$ cat config.mk
export PLATFORM = sky130hd
export DESIGN_NAME = cw310_usb_host_master
export DESIGN_NICKNAME = d
export VERILOG_FILES = /design/src/rtl/cw310_usb_pkg.sv /design/src/rtl/cw310_usb_host_master.sv
export SDC_FILE = /design/constraint.sdc
export NUM_CORES = 1
export LEC_CHECK = 0
export ABC_AREA = 1
export CAP_MARGIN = 15
export CORE_MARGIN = 2
export CORE_UTILIZATION = 40
export CTS_CLUSTER_DIAMETER = 40
export DETAILED_ROUTE_END_ITERATION = 8
export GPL_ROUTABILITY_DRIVEN = 0
export HOLD_SLACK_MARGIN = 0.08
export PLACE_DENSITY = 0.73
export SYNTH_ARGS = -nofsm -noshare
export SYNTH_HDL_FRONTEND = slang
export SYNTH_SLANG_ARGS = --single-unit
export TNS_END_PERCENT = 30
$ cat constraint.sdc
create_clock -name usb_clk -period 1.5 [get_ports usb_clk]
set_input_delay 0.45 -clock usb_clk [delete_from_list [all_inputs] [get_ports usb_clk]]
set_output_delay 0.45 -clock usb_clk [all_outputs]
set_load 0.005 [all_outputs]
$ cat src/rtl/cw310_usb_pkg.sv
// rtl/cw310_usb_pkg.sv - shared types, widths and timing for the CW310 USB register bus
package cw310_usb_pkg;

  typedef enum logic [1:0] {IDLE, SETUP, STROBE, GAP} state_e;

  localparam int ADDR_WIDTH    = 21;
  localparam int BYTECNT_SIZE  = 7;
  localparam int RD_STROBE     = 4;
  localparam int RD_SAMPLE_DLY = 3;

  // Bumps only the byte-count field; register-select bits above it are preserved.
  function automatic logic [31:0] addr_inc(input logic [31:0] addr, input int unsigned bc_size);
    logic [31:0] mask;
    mask = (32'd1 << bc_size) - 32'd1;
    return (addr & ~mask) | ((addr + 32'd1) & mask);
  endfunction

endpackage

$ cat src/rtl/cw310_usb_host_master.sv
// rtl/cw310_usb_host_master.sv - host-side byte-cycle initiator for the CW310 USB register bus
module cw310_usb_host_master
  import cw310_usb_pkg::*;
#(
  parameter int pADDR_WIDTH    = ADDR_WIDTH,
  parameter int pBYTECNT_SIZE  = BYTECNT_SIZE,
  parameter int pRD_STROBE     = RD_STROBE,
  parameter int pRD_SAMPLE_DLY = RD_SAMPLE_DLY,
  parameter int pGAP           = 1
) (
  input  logic                     usb_clk,
  input  logic                     rst_n,
  input  logic                     cmd_valid,
  output logic                     cmd_ready,
  input  logic                     cmd_write,
  input  logic [pADDR_WIDTH-1:0]   cmd_addr,
  input  logic [pBYTECNT_SIZE:0]   cmd_len,
  input  logic                     wr_valid,
  output logic                     wr_ready,
  input  logic [7:0]               wr_data,
  output logic                     rd_valid,
  output logic [7:0]               rd_data,
  output logic                     done,
  output logic                     err_isout,
  output logic [pADDR_WIDTH-1:0]   usb_addr,
  output logic [7:0]               usb_din,
  input  logic [7:0]               usb_dout,
  input  logic                     usb_isout,
  output logic                     usb_rdn,
  output logic                     usb_wrn,
  output logic                     usb_cen,
  output logic                     usb_alen
);

  localparam int LEN_W = pBYTECNT_SIZE + 1;
  localparam int CNT_W = 8;
  localparam logic [CNT_W-1:0] SAMPLE_AT = CNT_W'(pRD_SAMPLE_DLY);
  localparam logic [CNT_W-1:0] RD_LAST   = CNT_W'(pRD_STROBE - 1);
  localparam logic [CNT_W-1:0] GAP_LAST  = CNT_W'(pGAP - 1);

  state_e                   state_q, state_d;
  logic                     write_q, write_d;
  logic [pADDR_WIDTH-1:0]   addr_q, addr_d;
  logic [LEN_W-1:0]         remain_q, remain_d;
  logic [7:0]               din_q, din_d;
  logic [CNT_W-1:0]         cnt_q, cnt_d;
  logic [7:0]               rd_data_q, rd_data_d;
  logic                     rd_valid_q, rd_valid_d;
  logic                     done_q, done_d;
  logic                     err_q, err_d;
  logic                     strobe;

  always_ff @(posedge usb_clk or negedge rst_n) begin
    if (!rst_n) begin
      state_q    <= IDLE;
      write_q    <= 1'b0;
      addr_q     <= '0;
      remain_q   <= '0;
      din_q      <= '0;
      cnt_q      <= '0;
      rd_data_q  <= '0;
      rd_valid_q <= 1'b0;
      done_q     <= 1'b0;
      err_q      <= 1'b0;
    end else begin
      state_q    <= state_d;
      write_q    <= write_d;
      addr_q     <= addr_d;
      remain_q   <= remain_d;
      din_q      <= din_d;
      cnt_q      <= cnt_d;
      rd_data_q  <= rd_data_d;
      rd_valid_q <= rd_valid_d;
      done_q     <= done_d;
      err_q      <= err_d;
    end
  end

  always_comb begin
    state_d    = state_q;
    write_d    = write_q;
    addr_d     = addr_q;
    remain_d   = remain_q;
    din_d      = din_q;
    cnt_d      = cnt_q;
    rd_data_d  = rd_data_q;
    rd_valid_d = 1'b0;
    done_d     = 1'b0;
    err_d      = err_q;
    cmd_ready  = 1'b0;
    wr_ready   = 1'b0;
    strobe     = 1'b0;
    case (state_q)
      IDLE: begin
        cmd_ready = 1'b1;
        if (cmd_valid) begin
          write_d  = cmd_write;
          addr_d   = cmd_addr;
          remain_d = (cmd_len == '0) ? LEN_W'(1) : cmd_len;
          err_d    = 1'b0;
          state_d  = SETUP;
        end
      end
      SETUP: begin
        cnt_d = '0;
        if (write_q) begin
          wr_ready = wr_valid;
          if (wr_valid) begin
            din_d   = wr_data;
            state_d = STROBE;
          end
        end else begin
          state_d = STROBE;
        end
      end
      STROBE: begin
        strobe = 1'b1;
        cnt_d  = cnt_q + 1'b1;
        if (!write_q && cnt_q == SAMPLE_AT) begin
          rd_data_d  = usb_dout;
          rd_valid_d = 1'b1;
          if (!usb_isout) err_d = 1'b1;
        end
        // The target latches a write on every low cycle, so writes strobe exactly once.
        if (write_q || cnt_q == RD_LAST) begin
          cnt_d   = '0;
          state_d = GAP;
        end
      end
      GAP: begin
        cnt_d = cnt_q + 1'b1;
        if (cnt_q == GAP_LAST) begin
          cnt_d    = '0;
          remain_d = remain_q - 1'b1;
          if (remain_q == LEN_W'(1)) begin
            done_d  = 1'b1;
            state_d = IDLE;
          end else begin
            addr_d  = pADDR_WIDTH'(addr_inc(32'(addr_q), pBYTECNT_SIZE));
            state_d = SETUP;
          end
        end
      end
      default: state_d = IDLE;
    endcase
  end

  // Strobes decode straight from the state flop so an async reset releases them at once.
  assign usb_cen   = ~strobe;
  assign usb_wrn   = ~(strobe & write_q);
  assign usb_rdn   = ~(strobe & ~write_q);
  assign usb_alen  = 1'b1;
  assign usb_addr  = addr_q;
  assign usb_din   = din_q;
  assign rd_data   = rd_data_q;
  assign rd_valid  = rd_valid_q;
  assign done      = done_q;
  assign err_isout = err_q;

endmodule

# Word-level counts from Yosys, hierarchy flattened

Index checks and enable logic that the tools add are counted.

Add/sub/neg operators: 3
Reduce and logical (&&, ||, !) cells: 16
Equal/unequal tests: 12
Bitwise gates (word level): 7
Mux-type cells: 31

Operators by type and width:

| cell                | number |
|---|---|
| $mux 21             | 3 |
| $pmux 21 s2         | 1 |
| $mux 8              | 5 |
| $pmux 8 s3          | 1 |
| $or 21x7->21        | 1 |
| $logic_not 8->1     | 2 |
| $pmux 8 s2          | 1 |
| $mux 1              | 13 |
| $ne 2x2->1 const B  | 6 |
| $reduce_and 4->1    | 3 |
| $mux 2              | 5 |
| $add 8x1->8 const B | 1 |
| $eq 8x1->1 const B  | 1 |
| $eq 8x2->1 const B  | 1 |
| $pmux 2 s4          | 1 |
| $sub 8x1->8 const B | 1 |
| $add 7x1->7 const B | 1 |
| $reduce_and 3->1    | 2 |
| $eq 2x2->1 const B  | 2 |
| $not 1->1           | 4 |
| $reduce_and 2->1    | 2 |
| $reduce_bool 2->1   | 2 |
| $ne 3x3->1 const B  | 1 |
| $reduce_bool 3->1   | 1 |
| other kinds (7)     | 8 |

Register bits: 59
Output and inout port bits: 46
Word-level logic and storage cells: 79

# Longest topological paths before layout

Gate-level depths: netlist of run 1.

Word-level depth: 5
Mapped depth: 10
Depth with buffers taken out: 9

# Worst setup path after synthesis of run 1

No wires, ideal clock.

Path kind: flip-flop to flip-flop
From: register state_q[0]
To: register cnt_q[4]
Period minus slack after synthesis: 1.553 ns
Setup slack: -0.053 ns
Setup time: 0.115 ns
Cell stages (with the launch flop): 9
Data required time: 1.385 ns
Arrival time: 1.438 ns
Path through: dfrtp_1 > inv_1 > ha_1 > buf_4 > inv_1 > buf_2 > nand3_1 > nand3b_1 > inv_1

Longest elaborated chain between the ends: 2
Elaborated cells between the ends (all ways): 5
Classes of those cells: eq/ne: 3; mux: 1; reduce/logical: 1

RTL lines:

| element                                         | line                        | text |
|---|---|---|
| from (decl)                                     | cw310_usb_host_master.sv:41 | `state_e state_q, state_d;` |
| from (signal assigned)                          | cw310_usb_host_master.sv:66 | `state_q <= state_d;` |
| $eq 2x2->1 or $eq 2x1->1 (tied branches)        | cw310_usb_host_master.sv:93 | `case (state_q)` |
| $pmux 8 s3 or $reduce_bool 3->1 (tied branches) | n/a                         |  |
| to (signal assigned)                            | cw310_usb_host_master.sv:71 | `cnt_q <= cnt_d;` |
| to (decl)                                       | cw310_usb_host_master.sv:46 | `logic [CNT_W-1:0] cnt_q, cnt_d;` |

Several ways; a longest one is shown, not always the timed one.
A chain may end at the register's enable or synchronous reset.

# Worst setup path in the final report of run 1

From: register state_q[0]
To: output wr_ready

Longest elaborated chain between the ends: 2

RTL lines:

| element    | line                        | text |
|---|---|---|
| $eq 2x1->1 | cw310_usb_host_master.sv:93 |  |
| $mux 1     | cw310_usb_host_master.sv:93 |  |
| to (decl)  | cw310_usb_host_master.sv:19 | `output logic wr_ready,` |

No other way between the ends.

==> results of run 1 <==
[flip-flops by register name, indices dropped and copies added (netlist names)]
register   cells
usb_addr      21
cnt_q          8
rd_data        8
remain_q       8
usb_din        8
state_q        2
done           1
err_isout      1
rd_valid       1
write_q        1
[through the flow]
step	hold slack (ns)	worst slack, ns	TNS [ns]
after floorplan	0.154	0.00172	0
after global placement	0.464	-0.539	-10.15
after detailed placement	0.464	-0.549	-10.75
after CTS	0.124	-0.247	-4.95
after global routing	0.130	-0.345	-10.41
final	0.114	-0.245	-5.07
[cells in the mapped netlist, types with 4 or more instances]
| master | count |
|---|---|
| a21oi_1 | 4 |
| buf_4 | 4 |
| dfrtp_1 | 59 |
| ha_1 | 10 |
| inv_1 | 38 |
| mux2_2 | 5 |
| mux2_4 | 10 |
| nand2_1 | 157 |
| nand3_1 | 33 |
| nand4_1 | 4 |
| nor2_1 | 27 |
| nor2_2 | 4 |
| o21ai_0 | 10 |
[path summary, 6_finish.rpt]
path	from	end	slack, ns	cells after the start
max	state_q[0]	wr_ready	-0.24	5
min	rst_n	rd_data[4]	0.11	2
max reg2reg	state_q[0]	usb_din[3]	-0.18	11
min reg2reg	rd_data[6]	rd_data[6]	0.47	2
max in group asynchronous	rst_n	usb_addr[2]	1.12	2
min in group usb_clk	rd_data[6]	rd_data[6]	0.47	2
[power breakdown]
group	internal, mW	switching, mW
clock network	0.980	0.653
logic	2.66	2.64
registers	2.25	0.435
[logic make-up after synthesis]
group           Yosys count  synth area share (%)
simple gates            236                  32.0
flops                    59                  46.5
buf+inv                  49                  6.59
compound gates           20                  3.79
mux                      15                  6.51
fa+ha+maj                10                  3.94
xor+xnor                  2                 0.552
other cells               1                 0.118
[metal layers]
metal	vias up	global-route usage, %	wire (µm)
li1	1537	-	-
met1	1426	23.3	3470
met2	77	35.3	4350
met3	8	5.64	462
met4	0	4.66	91
met5	-	0	0
[critical path: cells and delay by family (launching register included)]
| family | cells | cell delay, ns |
|---|---|---|
| flops | 1 | 0.42 |
| simple gates | 1 | 0.09 |
| fa+ha+maj | 1 | 0.16 |
| buf+inv | 3 | 0.32 |
[cell type report]
class / instances / share of cell area [%]
Timing Repair Buffer: 147 / 27.1
Inverter: 42 / 3.35
Tap cell: 102 / 2.57
Clock buffer: 10 / 2.77
Multi-Input combinational cell: 285 / 32.7
Clock inverter: 6 / 1.79
Sequential cell: 59 / 29.7
[what timing repair did]
action | in CTS | in global routing
setup endpoints to repair | 83 | 63
pin swaps | 9 | 9
setup buffers | 13 | 0
resized for setup | 81 | 19
cloned | 1 | 1
==> flow_metrics.py, run 1 <==
metrics = {
    "clock_tree": {
        "clk_latency_ns": 0.32,
        "cts_buffer_depth": 2,
        "htree_levels": 3,
        "clkTransAtPathRegs_ns": 0.07,
        "cts_hold_buffers": 0,
        "cts_tree": "built",
        "cts_made_buffers": 9,
        "clock_sinks": 59,
        "root_buffer": "clkbuf_8",
    },
    "pwr": {
        "powerDensity_nw_per_um2": 1940,
        "p_leak_nw": 2.57,
        "power_mw": 9.62,
        "peakVddDrop_uv": 921,
    },
    "synth": {
        "synth_top_area_share_pct": 46.5,
        "ys_seq_area_share_pct": 46.5,
        "synth_top_area_cell": "dfrtp_1",
        "yosysWarnings": 0,
        "synth_nets": 453,
        "syn_inst": 392,
        "yosysUniqueCellTypes": 33,
        "synthFlopType": "dfrtp_1",
        "synthArstFlopShare_pct": 100,
        "syn-cell-area_um2": 3170,
        "synth_edf_count": 0,
        "ys_ff_latch": 59,
        "syn_avg_cell_area_um2": 8.09,
        "ys_top_cells_by_area": "dfrtp_1, nand2_1, nand3_1, mux2_4, inv_1",
    },
    "cells_and_area": {
        "mostFrequentLayoutCells": "nand2_1, dfrtp_1, clkdlybuf4s50_1",
        "final_common_cell": "nand2_1",
        "area_delta_synth_final_pct": 56.5,
        "diodes": 0,
        "stdcell_count": 651,
        "layout-drive-gt1-share_pct": 23.5,
        "nFillCells": 646,
        "final_area_um2": 4960,
        "nets": 605,
        "regArea_um2": 1480,
        "multi_input_area_um2": 1620,
        "final_util_pct": 64.6,
    },
    "drt": {
        "vias": 3048,
        "vias_per_cell": 4.68,
        "wirelength_um": 8370,
        "drtAntennaViolNets": 0,
        "dr.first_iter.drc_count": 90,
        "drc": 0,
        "detail_route.wl_per_cell_um": 12.9,
        "first_pass_iters": 4,
    },
    "sta": {
        "finalWorstSetupSlack_ns": -0.245,
        "skew_ns": 0.00560,
        "layout_min_cycle_time_ns": 1.74,
        "min_period_over_period_pct": 116,
        "hold_violations": 0,
        "max_freq_mhz": 573,
        "rsz0062_at_grt": "true",
        "report.final.slew_viol_count": 0,
        "finalSetupViolCount": 51,
    },
    "floorplan": {
        "die_w_um": 93.1,
        "die_height_um": 93.1,
        "io_pins": 97,
        "start_util_pct": 41.3,
        "core_um2": 7690,
        "row_count": 32,
        "die-area_um2": 8660,
    },
    "placement": {
        "dp_cells": 620,
        "place_area_um2": 4500,
        "port_buffers": 95,
        "dp_hpwl_um": 5730,
    },
    "grt": {
        "grt_pass1_vias": 3124,
        "grt_usage_pct": 19.7,
        "grt-ovfl-total": 0,
        "antenna_found_initial": 0,
        "grt_max_degree": 60,
        "grt_pass1_wl_um": 13700,
    },
    "critical_path": {
        "cp.required_ns": 1.05,
        "crit_path_frequent_cell": "buf_6",
        "critPathKind": "reg -> out",
        "crit_chain": "buf_6 -> ha_4 -> nand3_2 -> clkinv_2 -> buf_6",
        "critical_path.max_stage_delay_ns": 0.42,
        "cp_slowest_cell": "dfrtp_1",
        "cp.arrival_ns": 1.29,
        "worstSetupStartpointType": "flop",
        "end_kind": "output port",
        "cp_max_fo": 2,
    },
    "status": {
        "violations": "setup timing",
        "outcome": "complete, but fails checks",
    },
    "min_path": {
        "min_path_type": "in -> async",
    },
    "job": {
        "drv_cap": 0,
    },
}
Power figures use the tool's default switching activity.
==> run 2: changes to the inputs <==
--- a/config.mk
+++ b/config.mk
@@ -8,12 +8,12 @@
 export ABC_AREA = 1
 export CAP_MARGIN = 15
 export CORE_MARGIN = 2
-export CORE_UTILIZATION = 40
+export CORE_UTILIZATION = 43
 export CTS_CLUSTER_DIAMETER = 40
 export DETAILED_ROUTE_END_ITERATION = 8
 export GPL_ROUTABILITY_DRIVEN = 0
 export HOLD_SLACK_MARGIN = 0.08
-export PLACE_DENSITY = 0.73
+export PLACE_DENSITY = 0.77
 export SYNTH_ARGS = -nofsm -noshare
 export SYNTH_HDL_FRONTEND = slang
 export SYNTH_SLANG_ARGS = --single-unit
==> run 2 against run 1 <==
Net effect: largest cell class unchanged; worst setup slack better by 0.033 ns; sequential power hardly changed; register-to-register slack is essentially flat; first-iteration DRC count is 4.4% higher; design area grew 0.48%; largest power group unchanged; the run still ends with setup timing left; sequential cell count unchanged.
==> flow_metrics.py, run 2 (same netlist as run 1, synthesis figures left out) <==
metrics = {
    "grt": {
        "grt_pass1_wl_um": 13800,
        "grt_usage_pct": 21.0,
        "grt_max_degree": 60,
        "grt_pass1_vias": 3034,
        "antenna_found_initial": 0,
        "grt-ovfl-total": 0,
    },
    "drt": {
        "first_pass_iters": 4,
        "vias": 3065,
        "drc": 0,
        "drtAntennaViolNets": 0,
        "detail_route.wl_per_cell_um": 13.3,
        "vias_per_cell": 4.76,
        "dr.first_iter.drc_count": 94,
        "wirelength_um": 8560,
    },
    "floorplan": {
        "die_w_um": 89.9,
        "core_um2": 7210,
        "io_pins": 97,
        "start_util_pct": 44.0,
        "die_height_um": 89.9,
        "row_count": 31,
        "die-area_um2": 8080,
    },
    "clock_tree": {
        "root_buffer": "clkbuf_8",
        "cts_hold_buffers": 0,
        "clock_sinks": 59,
        "cts_tree": "built",
        "cts_buffer_depth": 2,
        "htree_levels": 3,
        "cts_made_buffers": 9,
        "clkTransAtPathRegs_ns": 0.07,
        "clk_latency_ns": 0.33,
    },
    "critical_path": {
        "cp_max_fo": 3,
        "cp.required_ns": 1.05,
        "critPathKind": "reg -> out",
        "cp.arrival_ns": 1.26,
        "worstSetupStartpointType": "flop",
        "end_kind": "output port",
    },
    "pwr": {
        "powerDensity_nw_per_um2": 1990,
        "combinationalPowerShare_pct": 54.6,
        "p_sw_mw": 3.82,
        "clock_power_share_pct": 18.2,
        "p_sw_share_pct": 38.5,
        "power_frac_seq_pct": 27.3,
        "p_int_mw": 6.10,
        "peakVddDrop_uv": 1100,
        "p_leak_nw": 2.57,
    },
    "cells_and_area": {
        "nFillCells": 597,
        "diodes": 0,
        "multi_input_area_um2": 1660,
        "area_delta_synth_final_pct": 57.2,
        "layout-drive-gt1-share_pct": 23.9,
        "final_util_pct": 69.1,
        "nets": 601,
        "final_common_cell": "nand2_1",
        "regArea_um2": 1480,
        "largest_reg_flops": 21,
        "mostFrequentLayoutCells": "nand2_1, dfrtp_1, clkdlybuf4s50_1",
    },
    "sta": {
        "skew_ns": 0.0126,
        "max_freq_mhz": 584,
        "finalWorstSetupSlack_ns": -0.212,
        "finalSetupViolCount": 40,
        "hold_violations": 0,
        "min_period_over_period_pct": 114,
        "report.final.slew_viol_count": 0,
        "rsz0062_at_grt": "true",
        "layout_min_cycle_time_ns": 1.71,
        "tns_ns": -4.77,
    },
    "job": {
        "drv_cap": 0,
    },
    "status": {
        "violations": "setup timing",
        "outcome": "complete, but fails checks",
    },
    "min_path": {
        "min_path_type": "in -> async",
    },
    "placement": {
        "dp_hpwl_um": 5770,
        "port_buffers": 95,
    },
}
## run 2: worst paths after layout
| check | start | endpoint | slack (ns) | cells past startpoint |
|---|---|---|---|---|
| max | state_q[0] | wr_ready | -0.21 | 5 |
| min | rst_n | state_q[1] | 0.11 | 2 |
| max reg2reg | state_q[1] | state_q[0] | -0.17 | 11 |
| min reg2reg | rd_data[2] | rd_data[2] | 0.48 | 2 |
| max in group asynchronous | rst_n | remain_q[7] | 1.12 | 2 |
| min in group usb_clk | rd_data[2] | rd_data[2] | 0.48 | 2 |
## run 2: critical path, cell delays in order, from the launching register on
cell     delay [ns]
dfrtp_1        0.41
buf_6          0.13
ha_4           0.16
nand3_4        0.09
inv_4          0.04
buf_6          0.10
## run 2: routing by layer
| metal | wire, µm | share of wire [%] | track usage, % | up-vias |
|---|---|---|---|---|
| li1 | - | - | - | 1526 |
| met1 | 3520 | 41 | 25.2 | 1445 |
| met2 | 4440 | 52 | 36.3 | 82 |
| met3 | 469 | 5.5 | 5.45 | 12 |
| met4 | 133 | 1.6 | 7.95 | 0 |
| met5 | 0 | 0 | 0 | - |
## run 2: cell type report
class / instances / area share, %
clock inverters: 6 / 2.26
flip-flops and latches: 59 / 29.6
multi-input cells: 285 / 33.4
inverters: 42 / 3.36
clock buffers: 10 / 2.76
well taps: 99 / 2.48
repair buffers: 143 / 26.2
## run 2: per-stage QoR
step,setup slack [ns],cell area (µm²),hold slack (ns),total power [mW],instances
after floorplan,0.00172,3190,0.154,5.32,392
after global placement,-0.543,4470,0.464,7.40,613
after detailed placement,-0.571,4470,0.465,7.57,613
after CTS,-0.234,4850,0.119,9.55,638
after global routing,-0.277,4990,0.134,10.6,644
final,-0.212,4990,0.108,9.92,644
## run 2: what timing repair did
| item | 4_1_cts | 5_1_grt |
|---|---|---|
| gates cloned | 0 | 1 |
| resized for setup | 95 | 20 |
| endpoints found under the setup margin | 85 | 55 |
| pin swaps | 18 | 10 |
| setup buffers | 10 | 5 |
## run 2: power groups by stage
stage | Combinational [mW] | Clock, mW | Sequential [mW]
after detailed placement | 4.84 | 0 | 2.73
final | 5.42 | 1.80 | 2.71
after global routing | 5.97 | 1.89 | 2.78
after floorplan | 2.57 | 0 | 2.75
after CTS | 5.03 | 1.83 | 2.69
after global placement | 4.69 | 0 | 2.72
==> run 3: changes to the inputs <==
--- a/config.mk
+++ b/config.mk
@@ -7,13 +7,11 @@
 export LEC_CHECK = 0
 export ABC_AREA = 1
 export CAP_MARGIN = 15
-export CORE_MARGIN = 2
-export CORE_UTILIZATION = 43
+export CORE_UTILIZATION = 26
 export CTS_CLUSTER_DIAMETER = 40
 export DETAILED_ROUTE_END_ITERATION = 8
 export GPL_ROUTABILITY_DRIVEN = 0
 export HOLD_SLACK_MARGIN = 0.08
-export PLACE_DENSITY = 0.77
 export SYNTH_ARGS = -nofsm -noshare
 export SYNTH_HDL_FRONTEND = slang
 export SYNTH_SLANG_ARGS = --single-unit
==> run 3 against run 2 <==
Net effect: the flow still finishes with violations (setup timing); first-iteration DRC count grew 110%; maximum frequency shrank 2.6%; sequential power is essentially flat; clock skew is 0.0050 ns lower; global-route usage fell by 6.2 points.
==> flow_metrics.py, run 3 (same netlist as run 1, synthesis figures left out) <==
metrics = {
    "pwr": {
        "powerDensity_nw_per_um2": 2020,
        "peakVddDrop_uv": 898,
        "p_leak_nw": 2.65,
        "power_mw": 10.4,
    },
    "floorplan": {
        "die_height_um": 112,
        "die_w_um": 112,
        "core_um2": 11700,
        "row_count": 39,
        "io_pins": 97,
        "die-area_um2": 12600,
        "start_util_pct": 27.2,
    },
    "sta": {
        "skew_ns": 0.00759,
        "finalSetupViolCount": 35,
        "max_freq_mhz": 569,
        "hold_violations": 0,
        "report.final.slew_viol_count": 0,
        "tns_ns": -2.79,
        "finalWorstSetupSlack_ns": -0.257,
        "rsz0062_at_grt": "true",
        "min_period_over_period_pct": 117,
        "layout_min_cycle_time_ns": 1.76,
    },
    "critical_path": {
        "cp.arrival_ns": 1.31,
        "worstSetupStartpointType": "flop",
        "crit_path_frequent_cell": "buf_6",
        "critical_path.max_stage_delay_ns": 0.40,
        "rr_worst_depth": 11,
        "cp.required_ns": 1.05,
        "path_buf_inv": 3,
        "cp.depth": 5,
        "cp_slowest_cell": "dfrtp_1",
        "cp_max_fo": 2,
        "crit_chain": "buf_6 -> ha_4 -> buf_6 -> nand2_1 -> buf_2",
        "critPathKind": "reg -> out",
        "end_kind": "output port",
        "cpLargestDelayFamily": "flip-flops",
        "rrSetupSlack_ns": -0.14,
    },
    "cells_and_area": {
        "layout-drive-gt1-share_pct": 24.2,
        "final_common_cell": "nand2_1",
        "largest_reg_flops": 21,
        "mostFrequentLayoutCells": "nand2_1, dfrtp_1, clkdlybuf4s50_1",
        "nFillCells": 1161,
        "nets": 609,
        "area_delta_synth_final_pct": 63.3,
        "diodes": 0,
    },
    "drt": {
        "first_pass_iters": 4,
        "dr.first_iter.drc_count": 202,
        "drtAntennaViolNets": 0,
        "vias_per_cell": 4.39,
        "drc": 0,
        "wirelength_um": 8840,
        "detail_route.wl_per_cell_um": 12.7,
        "vias": 3056,
    },
    "job": {
        "drv_cap": 0,
    },
    "clock_tree": {
        "cts_buffer_depth": 2,
        "cts_made_buffers": 9,
        "root_buffer": "clkbuf_16",
        "cts_tree": "built",
        "htree_levels": 3,
        "clock_sinks": 59,
        "clk_latency_ns": 0.33,
        "cts_hold_buffers": 0,
        "clkTransAtPathRegs_ns": 0.05,
    },
    "min_path": {
        "min_path_type": "in -> async",
    },
    "placement": {
        "dp_hpwl_um": 6030,
        "port_buffers": 95,
    },
    "grt": {
        "grt_pass1_wl_um": 14600,
        "antenna_found_initial": 0,
        "grt_pass1_vias": 3100,
        "grt-ovfl-total": 0,
        "grt_max_degree": 60,
        "grt_usage_pct": 14.7,
    },
    "status": {
        "violations": "setup timing",
        "outcome": "complete, but fails checks",
    },
}
## run 3: cell types whose count changed in the layout (fill, tap and decap cells not counted), moves of 3 or more
cell,change
clkbuf_8,-9
clkbuf_16,+9
o21ai_0,-3
nor2_1,+3
buf_6,+4
o21ai_1,+4
buf_4,+5
## run 3: what timing repair did
| action | in CTS | in global routing |
|---|---|---|
| setup buffers | 13 | 6 |
| cloned | 1 | 1 |
| gates resized for setup | 102 | 15 |
| setup endpoints to repair | 88 | 47 |
| pin swaps | 12 | 12 |
## run 3: layout make-up
cell class | instances | area (µm²) | share of cell area, %
multi-input cells | 285 | 1660 | 32.0
flip-flops and latches | 59 | 1480 | 28.5
inverters | 42 | 173 | 3.33
repair buffers | 151 | 1400 | 27.0
clock buffers | 11 | 243 | 4.68
well taps | 143 | 179 | 3.45
clock inverters | 5 | 52.6 | 1.01
## run 3: layer usage
metal | wire length, µm | up-vias | global-route usage (%)
met4 | 80 | 0 | 4.71
met2 | 4400 | 75 | 25.1
met3 | 444 | 6 | 4.81
met1 | 3920 | 1425 | 17.5
met5 | 0 | - | 0
li1 | - | 1550 | -
## run 3: worst register-to-register path: stages, from the launching register on
cell and delay (ns):
dfrtp_1 0.38, inv_2 0.08, buf_6 0.12, ha_4 0.17
buf_6 0.12, inv_4 0.06, nor2_4 0.06, a31oi_1 0.23
inv_1 0.07, nor2_1 0.16, nand2_1 0.07, nand2_1 0.07
## run 3: worst paths after layout
check | from | end
worst max register to register | state_q[1] | state_q[0]
max in group asynchronous | rst_n | usb_din[2]
worst min register to register | rd_data[2] | rd_data[2]
worst max-delay path | state_q[1] | usb_wrn
min in group usb_clk | rd_data[2] | rd_data[2]
worst min-delay path | rst_n | remain_q[0]
## run 3: power by group
group / switching, mW / internal [mW] / total (mW)
clock network: 0.740 / 1.32 / 2.06
logic: 2.75 / 2.94 / 5.69
registers: 0.444 / 2.25 / 2.70
total: 3.94 / 6.51 / 10.4
## run 3: through the flow
step	std cells	worst slack, ns	utilization (%)	hold slack, ns	instance area (µm²)
after floorplan	392	0.00172	-	0.154	3190
after global placement	659	-0.552	39.0	0.464	4550
after detailed placement	659	-0.574	39.0	0.467	4550
after CTS	689	-0.256	43.4	0.142	5060
after global routing	696	-0.307	44.4	0.156	5180
final	696	-0.257	44.4	0.126	5180
